`config.mk`:
```
export PLATFORM = sky130hd
export DESIGN_NAME = vga_sync
export DESIGN_NICKNAME = d
export VERILOG_FILES = /design/src/rtl/vga_pkg.sv /design/src/rtl/vga_tick_gen.sv /design/src/rtl/vga_sync.sv
export SDC_FILE = /design/constraint.sdc
export NUM_CORES = 1
export LEC_CHECK = 0
export CORE_UTILIZATION = 45
export DETAILED_ROUTE_END_ITERATION = 16
export PLACE_DENSITY = 0.71
export SYNTH_ARGS = -nofsm -noshare
export SYNTH_HDL_FRONTEND = slang
export SYNTH_SLANG_ARGS = --single-unit
```
`constraint.sdc`:
```
create_clock -name clk -period 2.1 [get_ports clk]
set_input_delay 0.42 -clock clk [delete_from_list [all_inputs] [get_ports clk]]
set_output_delay 0.42 -clock clk [all_outputs]
set_load 0.005 [all_outputs]
```
`src/rtl/vga_pkg.sv`:
```
// vga_pkg -- default 640x480@60 timing shared by the sync generator and the
// downstream graphics stage: raw porch/sync widths, frame totals, sync windows
// and the position counter type.
package vga_pkg;

    // Position counter width; 10 bits covers totals up to 1023.
    localparam int CNT_W = 10;

    typedef logic [CNT_W-1:0] pix_cnt_t;

    // Horizontal timing in pixels.
    localparam int H_DISPLAY_DEF = 640;
    localparam int H_FRONT_DEF   = 16;
    localparam int H_SYNC_DEF    = 96;
    localparam int H_BACK_DEF    = 48;

    // Vertical timing in lines.
    localparam int V_DISPLAY_DEF = 480;
    localparam int V_FRONT_DEF   = 10;
    localparam int V_SYNC_DEF    = 2;
    localparam int V_BACK_DEF    = 33;

    // Derived totals and sync windows (first/last position with sync low).
    localparam int H_TOTAL_DEF      = H_DISPLAY_DEF + H_FRONT_DEF + H_SYNC_DEF + H_BACK_DEF;
    localparam int V_TOTAL_DEF      = V_DISPLAY_DEF + V_FRONT_DEF + V_SYNC_DEF + V_BACK_DEF;
    localparam int H_SYNC_START_DEF = H_DISPLAY_DEF + H_FRONT_DEF;
    localparam int H_SYNC_END_DEF   = H_SYNC_START_DEF + H_SYNC_DEF - 1;
    localparam int V_SYNC_START_DEF = V_DISPLAY_DEF + V_FRONT_DEF;
    localparam int V_SYNC_END_DEF   = V_SYNC_START_DEF + V_SYNC_DEF - 1;

    // True when pos lies in the inclusive window [first, last].
    function automatic logic in_window(input pix_cnt_t pos,
                                       input pix_cnt_t first,
                                       input pix_cnt_t last);
        return (pos >= first) && (pos <= last);
    endfunction

endpackage

```
`src/rtl/vga_tick_gen.sv`:
```
// vga_tick_gen -- pixel-enable divider. Counts 0..CLK_DIV-1 on every clk and
// raises tick while the count sits at its last value, so tick is a one-clk
// strobe every CLK_DIV clocks (constantly high when CLK_DIV is 1).
module vga_tick_gen #(
    parameter int CLK_DIV = 2
) (
    input  logic clk,
    input  logic reset,
    output logic tick
);

    // With CLK_DIV=1 a single always-zero bit is kept so the tick compare
    // still holds and the code needs no special case.
    localparam int            CW     = (CLK_DIV > 1) ? $clog2(CLK_DIV) : 1;
    localparam logic [CW-1:0] L_LAST = CW'(CLK_DIV - 1);

    logic [CW-1:0] r_count;

    // Divider count: wraps from CLK_DIV-1 back to 0.
    // NOTE: sequential state is written with <= so every flop samples the
    // pre-edge values, independent of statement order.
    always_ff @(posedge clk or posedge reset) begin
        if (reset) begin
            r_count <= '0;
        end else if (r_count == L_LAST) begin
            r_count <= '0;
        end else begin
            r_count <= r_count + 1'b1;
        end
    end

    assign tick = (r_count == L_LAST);

endmodule

```
`src/rtl/vga_sync.sv`:
```
// vga_sync -- VGA raster timing generator. Produces the pixel strobe, the
// current (pix_x, pix_y) position, video_on and active-low hsync/vsync.
// Optional build macro VGA_FRAME_TICK_EN adds a one-clk frame_tick output on
// the pixel strobe that finishes the last position of a frame.
module vga_sync
    import vga_pkg::*;
#(
    parameter int CLK_DIV   = 2,
    parameter int H_DISPLAY = H_DISPLAY_DEF,
    parameter int H_FRONT   = H_FRONT_DEF,
    parameter int H_SYNC    = H_SYNC_DEF,
    parameter int H_BACK    = H_BACK_DEF,
    parameter int V_DISPLAY = V_DISPLAY_DEF,
    parameter int V_FRONT   = V_FRONT_DEF,
    parameter int V_SYNC    = V_SYNC_DEF,
    parameter int V_BACK    = V_BACK_DEF
) (
    input  logic             clk,
    input  logic             reset,
    output logic             hsync,
    output logic             vsync,
    output logic             video_on,
    output logic             p_tick,
    output logic [CNT_W-1:0] pix_x,
    output logic [CNT_W-1:0] pix_y
`ifdef VGA_FRAME_TICK_EN
    ,
    output logic             frame_tick
`endif
);

    localparam int H_TOTAL = H_DISPLAY + H_FRONT + H_SYNC + H_BACK;
    localparam int V_TOTAL = V_DISPLAY + V_FRONT + V_SYNC + V_BACK;

    localparam pix_cnt_t L_H_LAST     = pix_cnt_t'(H_TOTAL - 1);
    localparam pix_cnt_t L_V_LAST     = pix_cnt_t'(V_TOTAL - 1);
    localparam pix_cnt_t L_H_DISP     = pix_cnt_t'(H_DISPLAY);
    localparam pix_cnt_t L_V_DISP     = pix_cnt_t'(V_DISPLAY);
    localparam pix_cnt_t L_HS_FIRST   = pix_cnt_t'(H_DISPLAY + H_FRONT);
    localparam pix_cnt_t L_HS_LAST    = pix_cnt_t'(H_DISPLAY + H_FRONT + H_SYNC - 1);
    localparam pix_cnt_t L_VS_FIRST   = pix_cnt_t'(V_DISPLAY + V_FRONT);
    localparam pix_cnt_t L_VS_LAST    = pix_cnt_t'(V_DISPLAY + V_FRONT + V_SYNC - 1);

    logic     w_p_tick;
    logic     w_h_end;
    logic     w_v_end;
    pix_cnt_t w_h_next;
    pix_cnt_t w_v_next;

    pix_cnt_t r_h_count;
    pix_cnt_t r_v_count;
    logic     r_hsync;
    logic     r_vsync;

    vga_tick_gen #(
        .CLK_DIV (CLK_DIV)
    ) u_tick_gen (
        .clk   (clk),
        .reset (reset),
        .tick  (w_p_tick)
    );

    assign w_h_end = (r_h_count == L_H_LAST);
    assign w_v_end = (r_v_count == L_V_LAST);

    // Next position: advances only on a pixel strobe; end of line bumps the
    // line count, end of line on the last line wraps the whole frame.
    // NOTE: hold values are assigned first so every path drives both outputs
    // and no latch is inferred.
    always_comb begin
        w_h_next = r_h_count;
        w_v_next = r_v_count;
        if (w_p_tick) begin
            if (w_h_end) begin
                w_h_next = '0;
                w_v_next = w_v_end ? '0 : r_v_count + 1'b1;
            end else begin
                w_h_next = r_h_count + 1'b1;
            end
        end
    end

    // Position and sync registers; syncs decode the next position so they
    // change on the same edge as the counts they describe.
    always_ff @(posedge clk or posedge reset) begin
        if (reset) begin
            r_h_count <= '0;
            r_v_count <= '0;
            r_hsync   <= 1'b1;
            r_vsync   <= 1'b1;
        end else begin
            r_h_count <= w_h_next;
            r_v_count <= w_v_next;
            r_hsync   <= ~in_window(w_h_next, L_HS_FIRST, L_HS_LAST);
            r_vsync   <= ~in_window(w_v_next, L_VS_FIRST, L_VS_LAST);
        end
    end

    assign p_tick   = w_p_tick;
    assign pix_x    = r_h_count;
    assign pix_y    = r_v_count;
    assign hsync    = r_hsync;
    assign vsync    = r_vsync;
    assign video_on = (r_h_count < L_H_DISP) && (r_v_count < L_V_DISP);

`ifdef VGA_FRAME_TICK_EN
    assign frame_tick = w_p_tick & w_h_end & w_v_end;
`endif

endmodule

```
==> impl_metrics.csv, run 1 <==
group,metric,value,unit
power,power-per-cell-area,391,mW/mm²
synthesis,synth_ff_type,"dfrtp_1",
synthesis,synth.net_count,139,
floorplanning,coreArea,0.00281,mm²
synthesis,ys_seq_area_share,42.9,%
timing,max_freq,489,MHz
critical_path,cp_max_fo,6,
critical_path,r2r_end,"vsync",
synthesis,synth_cell_types,41,
clocking,clkSlewWorstSetupHoldPaths,0.13,ns
synthesis,yosys_warnings,0,
layout,syn_to_final_growth,26.7,%
critical_path,path_class,"register to output pin",
global_route,grt_pass1_wl,5.33,mm
timing,fin_crit,2.04,ns
clocking,cts_sinks,23,
timing,slew_viol_final,0,
critical_path,start_kind,"register",
power,leakagePower,0.674,nW
layout,drive_gt1_share,14.5,%
synthesis,ys_seq_elements,23,
layout,nets,172,
layout,utilization,60.9,%
clocking,clock_path_buffers,2,
floorplanning,dieWidth,56.7,µm
power,switchingPower,0.000147,W
hold_path,hp-class,"primary input to asynchronous set/reset pin",
timing,period_share,97.3,%
floorplanning,dieHeight,56.7,µm
timing,maxSlewHeadroom,79.8,%
timing,setup_viol,0,
power,internal_power,0.000520,W
timing,skew,0.00477,ns
clocking,cts_root_buf,"clkbuf_4",
power,sequentialPowerShare,66.4,%
route,via_count,1151,
synthesis,avgSynthCellArea,10.1,µm²
global_route,grt_use_total,21.2,%
placement,dp_hpwl,2.22,mm
layout,layout_commonest_cell,"clkdlybuf4s50_1",
power,sw_frac_of_total,22.0,%
global_route,antenna_found_initial,0,
route,wl_per_cell,15.5,µm
layout,diodes,0,
power,p_comb_share,1.8,%
critical_path,r2r_setup_slack,0.11,ns
outcome,violations,"design-rule violations",
run,max_cap_viol_count,0,
route,drc,5,
timing,setup_tns,0,ns
synthesis,synth-edff-count,0,
route,drt-vias-per-instance,5.84,
clocking,htreeDepth,1,
outcome,outcome,"finished, violations left",
route,drt-initial-drc-count,34,
global_route,grt_overflow,0,
synthesis,synth_cells,134,
clocking,cts_tree,"built",
critical_path,cp-end-kind,"output pin",
critical_path,r2r_cells,7,
floorplanning,rows,19,
layout,fillers,238,
placement,gp_congestion,0.850,
route,totalWireLength,3.06,mm
timing,tightest_slew,0.300,ns
clocking,cts_buffers,3,
synthesis,async_reset_ff_share,100,%
route,firstDrtPassIters,10,
power,vdd_drop_max,0.000257,V
layout,layout_common_cells,"clkdlybuf4s50_1, dfrtp_1, inv_1, nand3_1, xnor2_1",
synthesis,syn_area,0.00135,mm²
critical_path,crit_required,1.68,ns
clocking,insertion_delay,0.31,ns
floorplanning,start_util,48.0,%
floorplanning,io_pins,26,
global_route,grt_max_degree,24,
power,clock_power_share,31.8,%
critical_path,cp.arrival,1.62,ns
route,drtAntennaViolNets,0,
global_route,grt_pass1_vias,1140,
timing,holdWs,0.435,ns
placement,port-buffer-count,25,
critical_path,timing.rr.start,"pix_y[0]",
timing,hold_violations,0,
floorplanning,die_area,0.00322,mm²
==> what timing repair did <==
item                                    in CTS  in global routing
setup buffers                                0                  1
hold buffers                                 0                  0
resized for setup                            1                  6
endpoints found under the setup margin       1                  2
==> state kept, by name, summed over array words and instances (netlist names) <==
signal	flops
vsync	1
hsync	1
pix_x	10
pix_y	10
u_tick_gen.tick	1
==> worst max-delay path by stage <==
stage	startpoint	to	slack [ns]	cells past startpoint
after floorplan	pix_x[0]	vsync	0.20	6
after detailed placement	pix_x[0]	vsync	0.11	6
final	pix_x[8]	video_on	0.06	3
after global placement	pix_x[0]	vsync	0.13	6
after CTS	pix_x[8]	video_on	0.04	3
after global routing	pix_x[8]	video_on	-0.005	3
==> synth_stat cells (all sizes together), types with 2 or more instances <==
cell type  instances  share of area, %
a21oi              6               2.2
o31a               2               1.3
a31oi              2               1.4
nand4              7               3.2
dfrtp             21                39
o21ai              6               2.2
nand2b             2              0.93
buf                3               1.7
nor2               7               2.0
mux2i              4               3.0
and3               2              0.93
nand4b             2               1.3
nand4bb            2               2.9
nand3b             2               1.1
dfstp              2               3.9
nand3              9               4.3
xnor2              8               5.2
nor4               2              0.93
and3b              3               2.0
nand2              7               2.0
nor3               5               2.7
xor2               2               1.3
or2                2              0.93
inv                8               2.2
or3                5               2.3
ha                 3               2.8
==> worst max-delay path, stage by stage (launching register included) <==
cell and delay [ns]:
dfrtp_2 0.47, o21ai_1 0.17, and3b_1 0.18, clkdlybuf4s50_1 0.49
==> through the flow <==
stage                     setup WS (ns)  cell area, µm²  power, W  std cells
final                            0.0570            1710  0.000667        197
after global routing           -0.00548            1710  0.000691        197
after CTS                        0.0372            1680  0.000674        196
after detailed placement          0.107            1660  0.000464        192
after global placement            0.128            1660  0.000464        192
after floorplan                   0.197            1350  0.000458        134
==> power by group through the flow <==
stage / clock network, W / registers (W) / logic, W
floorplan: 0 / 0.000451 / 0.00000657
global placement: 0 / 0.000451 / 0.0000124
detailed placement: 0 / 0.000451 / 0.0000127
CTS: 0.000218 / 0.000443 / 0.0000128
global route: 0.000233 / 0.000443 / 0.0000149
finish: 0.000212 / 0.000443 / 0.0000121
==> area by class of cell <==
class	instances	area (µm²)	share of cell area, %
well taps	31	38.8	2.27
flip-flops and latches	23	582	34.1
multi-input cells	99	728	42.6
repair buffers	32	303	17.7
inverters	8	30.0	1.76
clock buffers	4	26.3	1.54
==> routing by layer <==
| metal | vias to the layer above | wire length, µm | GRT usage, % |
|---|---|---|---|
| met5 | - | 0 | 0 |
| met4 | 0 | 28 | 6.79 |
| met3 | 4 | 128 | 2.53 |
| met2 | 28 | 1460 | 34.9 |
| met1 | 559 | 1440 | 28.9 |
| li1 | 560 | - | - |
==> cells by family after synthesis <==
logic type	share of synthesized area (%)
adder cells (fa/ha/maj)	2.79
buffers and inverters	4.18
AND/OR/NAND/NOR	28.8
XOR/XNOR	6.50
AO/OA/AOI/OAI	11.9
multiplexers	2.97
flip-flops	42.9
Note: power is estimated with default switching activity, not from simulation.
==> run 2, diff against run 1 <==
==> constraint.sdc (replaced) <==
create_clock -name clk -period 2.1 [get_ports clk]
set_input_delay 0.525 -clock clk [delete_from_list [all_inputs] [get_ports clk]]
set_output_delay 0.525 -clock clk [all_outputs]
set_load 0.005 [all_outputs]
==> run 2 against run 1 <==
- the flow still finishes with violations (design-rule violations)
- sequential cell count unchanged
- maximum frequency up 2.4%
- largest power group unchanged
- clock power down 2%
- core utilization up 2.4 points
- cell count up 3.6%
- sequential power about the same
- global-route usage down 0.32 points
==> impl_metrics.csv, run 2 (synthesized netlist as in run 1, its figures left out) <==
group,metric,value,unit
timing,setup_tns,0,ns
critical_path,max_stage_delay,0.50,ns
timing,hold_violations,0,
route,drt-initial-drc-count,53,
clocking,cts_buffers,3,
run,max_cap_viol_count,0,
clocking,cts_root_buf,"clkbuf_4",
layout,fillers,240,
floorplanning,dieHeight,56.7,µm
route,firstDrtPassIters,10,
critical_path,startpoint,"u_tick_gen.tick",
floorplanning,start_util,48.0,%
global_route,grt_max_degree,24,
layout,nets,179,
route,drc,4,
clocking,hold_buffers,0,
critical_path,cp.arrival,1.47,ns
power,internal_power,0.000517,W
power,sequentialPowerShare,66.9,%
clocking,cts_sinks,23,
layout,layout_commonest_cell,"clkdlybuf4s50_1",
critical_path,crit_required,1.57,ns
layout,diodes,0,
timing,rsz0062_at_grt,"false",
global_route,grt_pass1_vias,1175,
power,power-per-cell-area,373,mW/mm²
clocking,insertion_delay,0.31,ns
global_route,grt_use_total,20.8,%
placement,pre_cts_ws,0.0210,ns
critical_path,cp-end-kind,"output pin",
layout,layout_common_cells,"clkdlybuf4s50_1, dfrtp_1, buf_4",
timing,slew_viol_final,0,
power,switchingPower,0.000145,W
critical_path,cp_max_fo,6,
route,totalWireLength,3.07,mm
clocking,clkSlewWorstSetupHoldPaths,0.13,ns
power,sw_frac_of_total,21.9,%
outcome,outcome,"finished, violations left",
timing,maxSlewHeadroom,78.6,%
route,drt-vias-per-instance,5.88,
power,p_comb_share,1.8,%
floorplanning,rows,19,
critical_path,start_kind,"register",
global_route,antenna_found_initial,0,
route,wl_per_cell,15.0,µm
timing,skew,0.00478,ns
outcome,violations,"design-rule violations",
hold_path,hp-class,"primary input to asynchronous set/reset pin",
clocking,cts_tree,"built",
global_route,grt_overflow,0,
floorplanning,dieWidth,56.7,µm
critical_path,timing.rr.start,"pix_x[0]",
floorplanning,io_pins,26,
timing,period_share,95.0,%
placement,port-buffer-count,25,
power,clock_power_share,31.4,%
timing,setup_viol,0,
power,leakagePower,0.714,nW
critical_path,path_class,"register to output pin",
critical_path,cp_slowest_cell,"clkdlybuf4s50_1",
timing,fin_ws,0.105,ns
route,drtAntennaViolNets,0,
timing,fin_crit,1.99,ns
placement,dp_hpwl,2.24,mm
power,power.total,0.000663,W
timing,tightest_slew,0.318,ns
route,via_count,1199,
global_route,grt_pass1_wl,5.24,mm
clocking,clock_path_buffers,2,
power,vdd_drop_max,0.000295,V
layout,syn_to_final_growth,31.8,%
floorplanning,die_area,0.00322,mm²
placement,gp_congestion,0.847,
clocking,htreeDepth,1,
timing,max_freq,501,MHz
floorplanning,coreArea,0.00281,mm²
layout,drive_gt1_share,18.5,%
critical_path,crit_chain,"buf_4 -> clkdlybuf4s50_1",
run 2: changes by cell type in the layout (fill, tap and decap cells not counted), sizes merged:
| cell | before | now |
|---|---|---|
| buf | 7 | 14 |
| dlymetal6s2s | 0 | 1 |
| clkinv | 0 | 1 |
| clkbuf | 4 | 3 |
| clkdlybuf4s50 | 25 | 24 |
run 2: worst max-delay path, delay by kind of cell (launching register included):
kind	cells	cell delay (ns)
buf+inv	2	0.69
flops	1	0.47
run 2: final timing paths:
path,slack (ns),cells after the start,endpoint
max,0.11,2,p_tick
min,0.54,3,pix_y[9]
max reg2reg,0.12,6,vsync
min reg2reg,0.55,1,pix_y[7]
max in group asynchronous,1.28,3,hsync
min in group clk,0.55,1,pix_y[7]
run 2: layer usage:
metal	vias to the layer above	track usage, %	share of wire (%)
met1	588	26.4	44
li1	574	-	-
met4	0	8.93	1.7
met3	6	2.76	4.8
met2	31	35.4	49
met5	-	0	0
run 2: timing repair:
item,CTS,global route
gates cloned,0,0
pin swaps,0,3
setup buffers,3,4
setup endpoints to repair,1,2
gates resized for setup,4,6
run 2: cell type report:
class	count	area (µm²)	area share [%]
multi-input combinational	99	736	41.4
inverter	8	30.0	1.69
clock inverter	1	5.00	0.282
timing repair buffer	39	362	20.4
clock buffer	3	22.5	1.27
sequential	23	582	32.8
tap	31	38.8	2.18
run 2: power by group through the flow:
stage	clock, W	sequential [W]	combinational, W
floorplan	0	0.000451	0.00000657
global placement	0	0.000451	0.0000124
detailed placement	0	0.000451	0.0000126
CTS	0.000213	0.000443	0.0000126
global route	0.000229	0.000443	0.0000139
finish	0.000208	0.000443	0.0000116
run 2: stage by stage:
stage	instance area [µm²]	util, %	instances	hold WS [ns]
floorplan	1350	-	134	0.525
global placement	1660	59.3	193	0.556
detailed placement	1660	59.3	193	0.559
CTS	1720	61.2	200	0.545
global route	1780	63.3	204	0.561
finish	1780	63.3	204	0.536
